==> config.mk <==
export PLATFORM = sky130hd
export DESIGN_NAME = nf10_filter_egress_stats
export DESIGN_NICKNAME = d
export VERILOG_FILES = /design/src/rtl/nf10_filter_egress_stats.sv
export SDC_FILE = /design/constraint.sdc
export NUM_CORES = 2
export LEC_CHECK = 0
export BUFFER_PORTS_ARGS = -buffer_cell sky130_fd_sc_hd__buf_4
export CELL_PAD_IN_SITES_DETAIL_PLACEMENT = 0
export CELL_PAD_IN_SITES_GLOBAL_PLACEMENT = 1
export CORE_AREA = 2 2 408 410
export CTS_CLUSTER_DIAMETER = 80
export DETAILED_ROUTE_END_ITERATION = 8
export DIE_AREA = 0 0 410 412
export PLACE_DENSITY_LB_ADDON = 0.1
export SLEW_MARGIN = 0
export SYNTH_ARGS = -nofsm -noshare
export SYNTH_HDL_FRONTEND = slang
export SYNTH_SLANG_ARGS = --single-unit
==> constraint.sdc <==
create_clock -name axi_aclk -period 8.85 [get_ports axi_aclk]
set_input_delay 0.4425 -clock axi_aclk [delete_from_list [all_inputs] [get_ports axi_aclk]]
set_output_delay 0.4425 -clock axi_aclk [all_outputs]
set_load 0.01 [all_outputs]
==> src/rtl/nf10_filter_egress_stats.sv <==
// nf10_filter_egress_stats: skid-buffered AXI4-Stream stage that counts packets, bytes and
// per-source-port packets as downstream accepts them.
module nf10_filter_egress_stats #(
  parameter int C_AXIS_DATA_WIDTH  = 256,
  parameter int C_AXIS_TUSER_WIDTH = 128,
  parameter int C_CNT_WIDTH        = 32
) (
  input  logic                            axi_aclk,
  input  logic                            axi_aresetn,
  input  logic [C_AXIS_DATA_WIDTH-1:0]    s_axis_tdata,
  input  logic [C_AXIS_DATA_WIDTH/8-1:0]  s_axis_tstrb,
  input  logic [C_AXIS_TUSER_WIDTH-1:0]   s_axis_tuser,
  input  logic                            s_axis_tvalid,
  input  logic                            s_axis_tlast,
  output logic                            s_axis_tready,
  output logic [C_AXIS_DATA_WIDTH-1:0]    m_axis_tdata,
  output logic [C_AXIS_DATA_WIDTH/8-1:0]  m_axis_tstrb,
  output logic [C_AXIS_TUSER_WIDTH-1:0]   m_axis_tuser,
  output logic                            m_axis_tvalid,
  output logic                            m_axis_tlast,
  input  logic                            m_axis_tready,
  input  logic                            stats_clear,
  output logic [C_CNT_WIDTH-1:0]          pkt_count,
  output logic [C_CNT_WIDTH-1:0]          byte_count,
  output logic [4*C_CNT_WIDTH-1:0]        port_pkt_count
);
  localparam int W = C_AXIS_DATA_WIDTH + C_AXIS_DATA_WIDTH/8 + C_AXIS_TUSER_WIDTH + 1;
  typedef enum logic {SOP, MID} state_t;
  logic [W-1:0] s_beat, main_q, skid_q;
  logic main_valid, skid_valid, m_fire, s_fire, load_main, sop_ev, eop_ev;
  logic [C_CNT_WIDTH-1:0] port_cnt [4];
  state_t state, state_nxt;
  assign s_beat = {s_axis_tdata, s_axis_tstrb, s_axis_tuser, s_axis_tlast};
  assign {m_axis_tdata, m_axis_tstrb, m_axis_tuser, m_axis_tlast} = main_q;
  assign m_axis_tvalid = main_valid;
  assign s_axis_tready = ~skid_valid;
  assign m_fire = main_valid & m_axis_tready;
  assign s_fire = s_axis_tvalid & ~skid_valid;
  assign load_main = ~main_valid | m_fire;
  // skid can only be occupied while main is stalled, so it always refills main first
  always_ff @(posedge axi_aclk or negedge axi_aresetn)
    if (!axi_aresetn) begin
      main_valid <= 1'b0;
      skid_valid <= 1'b0;
      main_q     <= '0;
      skid_q     <= '0;
    end else begin
      main_valid <= load_main ? (skid_valid | s_fire) : main_valid;
      main_q     <= (load_main & (skid_valid | s_fire)) ? (skid_valid ? skid_q : s_beat) : main_q;
      skid_valid <= load_main ? 1'b0 : (skid_valid | s_fire);
      skid_q     <= (~load_main & s_fire) ? s_beat : skid_q;
    end
  always_ff @(posedge axi_aclk or negedge axi_aresetn)
    if (!axi_aresetn) state <= SOP;
    else              state <= state_nxt;
  always_comb state_nxt = ~m_fire ? state : (m_axis_tlast ? SOP : MID);
  always_comb begin
    sop_ev = m_fire & (state == SOP);
    eop_ev = m_fire & m_axis_tlast;
  end
  always_ff @(posedge axi_aclk or negedge axi_aresetn)
    if (!axi_aresetn) begin
      pkt_count  <= '0;
      byte_count <= '0;
      for (int i = 0; i < 4; i++) port_cnt[i] <= '0;
    end else begin
      pkt_count  <= stats_clear ? '0 : pkt_count + C_CNT_WIDTH'(eop_ev);
      byte_count <= stats_clear ? '0 : byte_count + (sop_ev ? C_CNT_WIDTH'(m_axis_tuser[15:0]) : '0);
      for (int i = 0; i < 4; i++)
        port_cnt[i] <= stats_clear ? '0 : port_cnt[i] + C_CNT_WIDTH'(sop_ev & m_axis_tuser[16+2*i]);
    end
  for (genvar i = 0; i < 4; i++) begin : g_port
    assign port_pkt_count[i*C_CNT_WIDTH +: C_CNT_WIDTH] = port_cnt[i];
  end
endmodule

==> results.json <==
{
  "synth.cells.most_frequent": "dfrtp_1 (1029), nand2_1 (486), o21ai_0 (445)",
  "synth_top_family_by_area": "multiplexers",
  "grt_use_total_pct": 18.1,
  "synth-edff-count": 0,
  "drt_pre_antenna_iters": 4,
  "path_class": "flip-flop to flip-flop",
  "whs_ns": 0.130,
  "drv_slew": 0,
  "die-area_sq_um": 169000,
  "h-tree-depth": 4,
  "area_growth_pct": 41.9,
  "setup-tns-final_ns": 0,
  "clkLatencyLatePin_ns": 0.74,
  "synth.top_cell.area_share_pct": 58.3,
  "ios": 1033,
  "antenna_found_initial": 44,
  "clock_sinks": 1029,
  "cts-root-buf": "clkbuf_16",
  "regToRegEndpoint": "byte_count[24]",
  "setup_viol": 0,
  "finalCritPeriodShare_pct": 44.0,
  "drive_above_1_share_pct": 32.4,
  "yosysTopAreaCell": "dfrtp_1",
  "coreArea_sq_um": 164000,
  "max_clock_freq_mhz": 257,
  "rsz0062_at_grt": "false",
  "ys_warn_count": 0,
  "r2r_start": "m_axis_tvalid",
  "num_vias": 33000,
  "grt_pass1_vias": 33900,
  "routedWlPerCell_microns": 20.9,
  "synth_xor_area_share_pct": 2.78,
  "initial_core_util_pct": 26.9,
  "synthCells": 3735,
  "netlist_area_sq_um": 44200,
  "synthSimpleGateAreaFrac_pct": 9.29,
  "start_kind": "flip-flop",
  "required_ns": 9.48,
  "crit_fanout": 20,
  "place_inst": 6776,
  "min_period_ns": 3.89,
  "r2r_slack_ns": 4.96,
  "synth.avg_cell_area_sq_um": 11.8,
  "gr-total-overflow": 0,
  "synthDistinctLibCells": 48,
  "synth_ff_type": "dfrtp_1",
  "cp_slowest_cell": "nor2_2",
  "cts_tree": "built",
  "dpl.hpwl_mm": 111,
  "arrival_ns": 4.52,
  "grt_max_degree": 205,
  "whs_endpoint": "pkt_count[26]",
  "num_rows": 149,
  "clkTransAtPathRegs_ns": 0.06,
  "port_buffers": 1032,
  "path_cells": "nand2_1 -> nor2_2 -> and2_1 -> ha_1 -> inv_1 -> fa_1 -> or2b_1 -> a21oi_2 -> o21a_2 -> o31ai_2 -> nor4_1 -> mux2_2",
  "cp_top_family": "simple AND/OR/NAND/NOR gates",
  "worst_pin_slew_ns": 1.16,
  "synth_seq_area_share_pct": 58.3,
  "synth_compound_area_share_pct": 6.23,
  "hp-start": "stats_clear",
  "wl_mm": 156,
  "nNetsFinal": 5592,
  "ys_top_cells_by_area": "dfrtp_1 (58%), mux2_2 (11%), mux2i_1 (9.5%)",
  "syn_nets": 4184,
  "hold_class": "primary input to flip-flop",
  "synthAdderAreaFrac_pct": 0.782,
  "leakage_nw": 28.2,
  "cp_num_buf_inv": 1,
  "finalNonFillerCells": 7446,
  "synth_mux_area_share_pct": 20.3,
  "relSlewSlack_pct": 22.8,
  "max_cap_viol_count": 0,
  "hold_violations": 0,
  "die_width_microns": 410,
  "synth_most_common_cell": "dfrtp_1",
  "hold_depth": 2,
  "post-route-drc-count": 0,
  "clockBufferDepth": 3,
  "post_cts_buffers": 0,
  "via_per_inst": 4.43,
  "slowest_delay_ns": 0.85,
  "grt_pass1_wl_mm": 230,
  "cts_buffers": 134,
  "ant_nets": 0,
  "reg2reg_depth": 12,
  "place.gp.congestion": 0.793,
  "die_y_microns": 412,
  "status": "finished clean",
  "power_density_nw_per_um2": 226,
  "ir_drop_mv": 0.169,
  "cts.repair.resized": 0,
  "finClkSkew_ns": 0.0455,
  "finish.utilization_pct": 38.2,
  "yosys_register_bits": 1029,
  "drt_iter0_markers": 1627,
  "synthArstFlopShare_pct": 100,
  "crit_path_end_kind": "flip-flop"
}
## metrics by stage
step	worst slack, ns	instance area, sq um	power, mW
after global placement	4.78	54100	8.71
final	4.96	62700	14.1
after floorplan	5.85	44200	7.26
after global routing	4.63	62700	14.9
after CTS	4.87	62600	14.4
after detailed placement	4.75	54100	8.76
## state kept, by name (all words and copies together), names as in the netlist
| signal | flops |
|---|---|
| byte_count | 32 |
| state | 1 |
| port_pkt_count | 128 |
| pkt_count | 32 |
| m_axis_tvalid | 1 |
| main_q | 417 |
| skid_valid | 1 |
| skid_q | 417 |
## kinds of logic (layout without fill, tap and decap cells)
| logic type | count (synthesis) | count (layout) |
|---|---|---|
| other | 0 | 16 |
| and+or+nand+nor | 930 | 930 |
| buffers and inverters | 236 | 1742 |
| AOI/OAI and AO/OA | 529 | 529 |
| muxes | 844 | 844 |
| xor gates and xnor gates | 140 | 140 |
| DFF | 1029 | 1029 |
| adders and majority gates | 27 | 27 |
## placed cells by master, fill, tap and decap left out, types with 9 or more instances in the layout
master / synthesis / routed
a21o_1: 11 / 11
a21oi_1: 47 / 47
and2_1: 28 / 28
and3_1: 24 / 24
and4_1: 16 / 16
buf_12: 0 / 9
buf_4: 0 / 1058
clkbuf_1: 126 / 43
clkbuf_16: 0 / 138
clkbuf_8: 0 / 27
clkinv_2: 0 / 12
dfrtp_1: 1029 / 1028
diode_2: 0 / 16
dlygate4sd3_1: 0 / 420
ha_1: 26 / 26
inv_1: 19 / 19
mux2_2: 427 / 427
mux2i_1: 417 / 417
nand2_1: 486 / 486
nand3_1: 71 / 71
nand4_1: 32 / 32
nor2_1: 183 / 182
nor2b_1: 25 / 25
nor3_1: 25 / 25
o21ai_0: 445 / 445
or3_1: 20 / 20
xnor2_1: 44 / 44
xor2_1: 96 / 96
## routing by layer
metal | global-route usage (%) | up-vias | wire (microns)
met4 | 5.74 | 38 | 4800
met1 | 21.8 | 16100 | 63700
met3 | 6.32 | 251 | 11500
li1 | - | 15800 | -
met2 | 30.1 | 782 | 75700
met5 | 0 | - | 241
## how the worst max path moves through the flow
stage	start	endpoint	slack (ns)	cells past startpoint
floorplan	m_axis_tvalid	byte_count[24]	5.85	14
global placement	m_axis_tready	byte_count[24]	4.78	13
detailed placement	m_axis_tready	byte_count[24]	4.75	13
CTS	m_axis_tvalid	byte_count[24]	4.87	12
global route	m_axis_tvalid	byte_count[24]	4.63	12
finish	m_axis_tvalid	byte_count[24]	4.96	12
## timing repair
action | 4_1_cts | 5_1_grt
hold endpoints to repair | 859 | 0
hold buffers | 420 | 0
endpoints found under the setup margin | 0 | 0
## layout make-up
| type | instances | area, sq um |
|---|---|---|
| sequential | 1029 | 25800 |
| clock inverter | 26 | 303 |
| tap | 2189 | 2740 |
| clock buffer | 208 | 3990 |
| antenna | 16 | 40.0 |
| inverter | 19 | 71.3 |
| fill | 16400 | 102000 |
| timing repair buffer | 1489 | 12400 |
| multi-input combinational | 2470 | 17400 |
## power by group
part           leakage (nW)  switching (mW)  internal [mW]
logic                  13.3            1.37           1.39
registers              12.8           0.460           5.55
clock network          2.10            2.22           3.14
total                  28.2            4.05           10.1
Note: power is estimated with default switching activity, not from simulation.
